File: src/rtl/ultrasonic_echo_capture.sv
// ultrasonic_echo_capture
// Fires the ultrasonic sensor trigger once per measurement period, times the
// returning echo pulse in centimetre units and publishes an 8-bit distance
// with a one-clock calculate strobe for the downstream divider/display chain.
// Optional build macro: ECHO_DEGLITCH_EN adds a 4-sample debounce filter on
// the synchronized echo (rejects pulses shorter than 4 clocks).
module ultrasonic_echo_capture #(
  parameter int TRIG_CLKS    = 500,
  parameter int CM_CLKS      = 2900,
  parameter int TIMEOUT_CLKS = 1_500_000,
  parameter int PERIOD_CLKS  = 3_000_000
) (
  input  logic       clk,
  input  logic       reset,
  input  logic       echo,
  output logic       trigger,
  output logic [7:0] count,
  output logic       calculate,
  output logic       timeout,
  output logic       busy
);

  localparam int PW = (PERIOD_CLKS  > 1) ? $clog2(PERIOD_CLKS)  : 1;
  localparam int TW = (TRIG_CLKS    > 1) ? $clog2(TRIG_CLKS)    : 1;
  localparam int WW = (TIMEOUT_CLKS > 1) ? $clog2(TIMEOUT_CLKS) : 1;
  localparam int CW = (CM_CLKS      > 1) ? $clog2(CM_CLKS)      : 1;

  localparam logic [PW-1:0] PERIOD_LAST  = PW'(PERIOD_CLKS - 1);
  localparam logic [TW-1:0] TRIG_LAST    = TW'(TRIG_CLKS - 1);
  localparam logic [WW-1:0] TIMEOUT_LAST = WW'(TIMEOUT_CLKS - 1);
  localparam logic [CW-1:0] CM_LAST      = CW'(CM_CLKS - 1);

  typedef enum logic [2:0] {
    ST_IDLE = 3'd0,
    ST_TRIG = 3'd1,
    ST_WAIT = 3'd2,
    ST_MEAS = 3'd3,
    ST_DONE = 3'd4,
    ST_PUB  = 3'd5
  } state_t;

  state_t          state_r, state_n;
  logic            sync_m_r, sync_q_r;
  logic            echo_s, echo_p;
  logic            echo_rise, echo_fall;
  logic [PW-1:0]   period_r;
  logic [TW-1:0]   trig_cnt_r;
  logic [WW-1:0]   wait_cnt_r;
  logic [CW-1:0]   tick_r;
  logic [7:0]      unit_r;
  logic            tflag_r;
  logic            period_end;

  // Two-flop synchronizer for the asynchronous echo input.
  always_ff @(posedge clk or negedge reset) begin
    if (!reset) begin
      sync_m_r <= 1'b0;
      sync_q_r <= 1'b0;
    end else begin
      sync_m_r <= echo;
      sync_q_r <= sync_m_r;
    end
  end

`ifdef ECHO_DEGLITCH_EN
  logic       filt_r;
  logic [1:0] filt_cnt_r;

  // Debounce: the filtered level follows only after 4 consecutive differing samples.
  always_ff @(posedge clk or negedge reset) begin
    if (!reset) begin
      filt_r     <= 1'b0;
      filt_cnt_r <= 2'd0;
    end else if (sync_q_r != filt_r) begin
      if (filt_cnt_r == 2'd3) begin
        filt_r     <= sync_q_r;
        filt_cnt_r <= 2'd0;
      end else begin
        filt_cnt_r <= filt_cnt_r + 2'd1;
      end
    end else begin
      filt_cnt_r <= 2'd0;
    end
  end

  assign echo_s = filt_r;
`else
  assign echo_s = sync_q_r;
`endif

  // Previous echo level for edge detection.
  always_ff @(posedge clk or negedge reset) begin
    if (!reset) begin
      echo_p <= 1'b0;
    end else begin
      echo_p <= echo_s;
    end
  end

  assign echo_rise  = echo_s & ~echo_p;
  assign echo_fall  = ~echo_s & echo_p;
  assign period_end = (period_r == PERIOD_LAST);

  // Free-running measurement period counter; its return to zero starts a cycle.
  always_ff @(posedge clk or negedge reset) begin
    if (!reset) begin
      period_r <= '0;
    end else if (period_end) begin
      period_r <= '0;
    end else begin
      period_r <= period_r + PW'(1);
    end
  end

  // Next-state logic for the measurement sequencer.
  always_comb begin
    state_n = state_r;
    case (state_r)
      ST_IDLE: begin
        if (period_r == '0) state_n = ST_TRIG;
        else                state_n = ST_IDLE;
      end
      ST_TRIG: begin
        if (trig_cnt_r == TRIG_LAST) state_n = ST_WAIT;
        else                         state_n = ST_TRIG;
      end
      ST_WAIT: begin
        if (echo_rise)                      state_n = ST_MEAS;
        else if (wait_cnt_r == TIMEOUT_LAST) state_n = ST_DONE;
        else                                 state_n = ST_WAIT;
      end
      ST_MEAS: begin
        if (echo_fall || period_end) state_n = ST_DONE;
        else                         state_n = ST_MEAS;
      end
      ST_DONE: state_n = ST_PUB;
      ST_PUB:  state_n = ST_IDLE;
      default: state_n = ST_IDLE;
    endcase
  end

  // Sequencer state register.
  always_ff @(posedge clk or negedge reset) begin
    if (!reset) begin
      state_r <= ST_IDLE;
    end else begin
      state_r <= state_n;
    end
  end

  // Trigger-length and echo-wait counters, each running only in its own state.
  always_ff @(posedge clk or negedge reset) begin
    if (!reset) begin
      trig_cnt_r <= '0;
      wait_cnt_r <= '0;
    end else begin
      trig_cnt_r <= (state_r == ST_TRIG) ? trig_cnt_r + TW'(1) : '0;
      wait_cnt_r <= (state_r == ST_WAIT) ? wait_cnt_r + WW'(1) : '0;
    end
  end

  // Pulse-width measurement: CM_CLKS ticks per unit, saturating at 255; a
  // period expiring mid-pulse forces full scale unless the echo fell that clock.
  always_ff @(posedge clk or negedge reset) begin
    if (!reset) begin
      tick_r <= '0;
      unit_r <= 8'd0;
    end else if (state_r == ST_WAIT && echo_rise) begin
      tick_r <= '0;
      unit_r <= 8'd0;
    end else if (state_r == ST_MEAS) begin
      if (period_end && !echo_fall) begin
        tick_r <= '0;
        unit_r <= 8'd255;
      end else if (tick_r == CM_LAST) begin
        tick_r <= '0;
        unit_r <= (unit_r == 8'd255) ? 8'd255 : unit_r + 8'd1;
      end else begin
        tick_r <= tick_r + CW'(1);
      end
    end else begin
      tick_r <= tick_r;
      unit_r <= unit_r;
    end
  end

  // Remember whether the wait phase ended without an echo.
  always_ff @(posedge clk or negedge reset) begin
    if (!reset) begin
      tflag_r <= 1'b0;
    end else if (state_r == ST_WAIT) begin
      tflag_r <= (state_n == ST_DONE);
    end else begin
      tflag_r <= tflag_r;
    end
  end

  // Registered outputs; count/timeout are loaded only when a result completes.
  always_ff @(posedge clk or negedge reset) begin
    if (!reset) begin
      trigger   <= 1'b0;
      busy      <= 1'b0;
      calculate <= 1'b0;
      count     <= 8'd0;
      timeout   <= 1'b0;
    end else begin
      trigger   <= (state_n == ST_TRIG);
      busy      <= (state_n != ST_IDLE);
      calculate <= (state_r == ST_PUB);
      if (state_r == ST_DONE) begin
        count   <= tflag_r ? 8'd0 : unit_r;
        timeout <= tflag_r;
      end else begin
        count   <= count;
        timeout <= timeout;
      end
    end
  end

endmodule

File: config.mk
export PLATFORM = sky130hd
export DESIGN_NAME = ultrasonic_echo_capture
export DESIGN_NICKNAME = d
export VERILOG_FILES = /design/src/rtl/ultrasonic_echo_capture.sv
export SDC_FILE = /design/constraint.sdc
export NUM_CORES = 1
export LEC_CHECK = 0
export CAP_MARGIN = 20
export CORE_UTILIZATION = 55
export DETAILED_ROUTE_END_ITERATION = 7
export PLACE_DENSITY = 0.78
export SYNTH_ARGS = -nofsm -noshare
export SYNTH_HDL_FRONTEND = slang
export SYNTH_SLANG_ARGS = --single-unit
File: constraint.sdc
create_clock -name clk -period 5.7 [get_ports clk]
set_input_delay 0.57 -clock clk [delete_from_list [all_inputs] [get_ports clk]]
set_output_delay 0.57 -clock clk [all_outputs]
set_load 0.02 [all_outputs]
==> results.txt <==
* Result of the run: completed
- Number of enable-type register cells in the synthesized netlist: 0
- Row generation in the floorplan step produced 32 rows.
* Total die area: 0.00853 mm^2
- Die width: 92.4 um
- Detailed Routing Iterations Pass 1: 5
* Distinct cell type count of the synthesized netlist: 58
- The final hold violation count was 0.
* Endpoint kind of the worst setup timing path: flop
- Net Count, Synth: 460
- DRC marker count from the first detailed-route iteration: 176
* Final count of pins violating max slew: 0
* Number of buffers on the longest clock path: 2
* Req. time, crit path: 5.95 ns
* Most frequent cells after synthesis: sky130_fd_sc_hd__dfrtp_1 (91), sky130_fd_sc_hd__nor2_1 (52), sky130_fd_sc_hd__nand2_1 (36)
- Of the total power, combinational logic draws 1.4%.
* Maximum Capacitance Violations: 0
* Warnings, synthesis: 0
- The most used flip-flop cell after synthesis is sky130_fd_sc_hd__dfrtp_1.
- Max IR drop VDD: 0.145 mV
- Number of buffers added for setup after CTS: 0
- DRT Wirelength: 8.47 mm
- Initial antenna violation count: 0
- The synthesized design spends more area on one cell type than any other, namely sky130_fd_sc_hd__dfrtp_1.
- CTS resizes: 0
- Summed over all cells, the static leakage comes to 2.04 nW.
- In the finished design, the share of the clock period the worst path needs comes to 43.3%.
- Fraction of the yosys area taken by sequential cells: 50.7%
- The clock tree synthesis step divided the H-tree into 3 levels.
* CTS buffer count: 9
* Total power divided by cell area: 228 mW/mm^2
- Time the worst path needs with I/O delays and setup: 2.47 ns
- Total placed instance area: 0.00467 mm^2
- The number of global-route vias before repair came to 3239.
- Setup TNS: 0 ns
* Share of final-layout standard cells stronger than drive strength 1: 8.60%
- Overall die height: 92.4 um
* DPL Wire Length: 5.83 mm
* P_sw: 0.000253 W
* Syn Std Cell Area: 0.00449 mm^2
- Headroom to the max-slew limit: 45.8%
- Register cell area after layout: 0.00228 mm^2
- The worst register-to-register path has a setup slack of 3.23 ns.
- Per-cell via count in the routed design: 5.70
- Placeable core region: 0.00781 mm^2
- 0 antenna diodes ended up in the layout.
* Part of the power in the clock network: 40.3%
- Critical-path maximum fanout: 17
- Internal power comes to 0.000856 W.
- Average wire length per cell after detail routing: 14.9 um
* Count of fill cells added during filler insertion: 643
* Tightest Pin Transition: 0.814 ns
- Buffers inserted to repair hold after CTS numbered 0.
- For this configuration, the core starts out at a cell density of 57.5%.
- Setup repair after global routing left no endpoint under its margin.
- The later pin in the worst-skew pair is clocked with a latency of 0.37 ns.
- Clock input transition at the sequential cells of the worst setup and hold paths: 0.10 ns
* Arrival time worst endpoint: 2.72 ns
- From synthesis to final layout, the design area changed by 8.47%.
- The min-delay analysis places its worst path in the category input pin to async pin.
- In this run the count of I/O pins placed on the die edge is 15.
- The synthesized design contains 91 register bits.
* Total of endpoints with negative setup slack in the final report: 0
- After the last flow step, the layout net total stands at 469.
* Clk sinks: 91
* Net switching share of the total power: 22.8%
* Clk_skew: 0.0116 ns
* Worst setup SP type: flop
- Leading cell type by number of instances after synthesis: sky130_fd_sc_hd__dfrtp_1
* Final instance area: 0.00487 mm^2
* Root Buffer: sky130_fd_sc_hd__clkbuf_8
- The top cell type by area accounts for 50.7% of the synthesized area.
- Gate count of the mapped netlist: 451
- Grt ovf: 0
- DR DRC count: 0
* Multi-input gate area: 0.00208 mm^2
- Routability-driven placement finished with a final weighted congestion of 0.858.
- First-pass GRT wire length: 15.0 mm
- Average cell area after synthesis: 9.96 um^2
* Via count: 3234
- Post-route ant nets: 0
- The share of total power dissipated in sequential elements is 58.3%.
* Synth async-reset ratio: 100%
* Count of input and output buffers: 14
- Pin count of the biggest net entering global routing: 65
* Dominant cells by area after synthesis: sky130_fd_sc_hd__dfrtp_1 (51%), sky130_fd_sc_hd__xnor2_1 (5.3%), sky130_fd_sc_hd__nor2_1 (4.3%)
* Clock tree from TritonCTS: yes
- Start-to-end type of the worst setup path: flop to flop
* Overall track demand over capacity in global routing: 22.4%
- Maximum frequency from static timing analysis: 405 MHz
==> power by group through the flow <==
| stage | combinational (W) | clock, W | sequential (W) |
|---|---|---|---|
| floorplan | 0.00000151 | 0 | 0.000659 |
| detailed placement | 0.0000166 | 0 | 0.000659 |
| global route | 0.0000188 | 0.000479 | 0.000647 |
| global placement | 0.0000163 | 0 | 0.000659 |
| CTS | 0.0000166 | 0.000456 | 0.000647 |
| finish | 0.0000153 | 0.000448 | 0.000647 |
==> sequential cells by signal, summed over array words and instances, names as in the netlist <==
signal,flops
period_r,22
timeout,1
tick_r,12
count,8
tflag_r,1
busy,1
sync_m_r,1
echo_p,1
trig_cnt_r,9
state_r,3
wait_cnt_r,21
trigger,1
unit_r,8
echo_s,1
calculate,1
==> routing by layer <==
layer  GRT usage, %  routed length, um  part of all wire (%)  vias to the layer above
li1               -                  -                     -                     1597
met1           30.5               4140                    49                     1580
met2           35.6               4000                    47                       44
met3           3.53                180                   2.1                       13
met4           9.77                150                   1.8                        0
met5              0                  0                     0                        -
==> layout make-up <==
cell class / instances / share of cell area, %
inverters: 10 / 0.770
flip-flops and latches: 91 / 46.7
clock buffers: 10 / 2.62
repair buffers: 15 / 2.98
multi-input cells: 333 / 42.7
well taps: 102 / 2.62
clock inverters: 6 / 1.54
==> worst paths after layout <==
path | startpoint | end | cells after the start
worst max-delay path | period_r[0] | unit_r[1] | 6
worst min-delay path | reset | trig_cnt_r[3] | 1
worst max register to register | period_r[0] | unit_r[1] | 6
worst min register to register | sync_m_r | echo_s | 0
max in group asynchronous | reset | echo_p | 2
min in group clk | sync_m_r | echo_s | 0
==> layout by cell type (no fill, tap or decap), drive strengths merged, types with 3 or more instances in the layout <==
| cell | count |
|---|---|
| clkinv | 3 |
| nor2b | 4 |
| nand3 | 33 |
| nor4 | 10 |
| nor2 | 52 |
| inv | 11 |
| xnor2 | 27 |
| and2 | 8 |
| and4 | 7 |
| nand2 | 36 |
| nor3 | 11 |
| clkbuf | 10 |
| dfrtp | 91 |
| and3 | 13 |
| ha | 6 |
| mux2 | 3 |
| nand2b | 11 |
| o21ai | 24 |
| nand4 | 18 |
| clkdlybuf4s50 | 13 |
| a21oi | 12 |
| xor2 | 20 |
| or3 | 8 |
==> worst max-delay path, stage by stage, from the launching register on <==
cell and delay (ns):
sky130_fd_sc_hd__dfrtp_1 0.43, sky130_fd_sc_hd__ha_1 0.24, sky130_fd_sc_hd__nand2_1 0.16, sky130_fd_sc_hd__nor4_4 0.38, sky130_fd_sc_hd__nand4_2 0.28, sky130_fd_sc_hd__a21oi_4 0.49, sky130_fd_sc_hd__mux2_2 0.40
==> per-stage QoR <==
stage	hold slack [ns]	util, %	setup WS, ns	instances	total power, W
after floorplan	0.274	-	3.68	451	0.000661
after global placement	0.334	59.8	3.35	551	0.000676
after detailed placement	0.336	59.8	3.23	551	0.000676
after CTS	0.101	62.4	3.24	567	0.00112
after global routing	0.123	62.4	3.05	567	0.00114
final	0.101	62.4	3.23	567	0.00111
==> cells by family (layout without fill, tap and decap cells) <==
family / Yosys count / in the layout / synth area share (%)
adders and majority gates: 6 / 6 / 1.67
xor gates and xnor gates: 47 / 47 / 9.16
AOI/OAI and AO/OA: 55 / 55 / 7.80
muxes: 3 / 3 / 0.752
buffers and inverters: 27 / 41 / 2.95
and+or+nand+nor: 222 / 222 / 27.0
DFF: 91 / 91 / 50.7
Power figures use the tool's default switching activity.
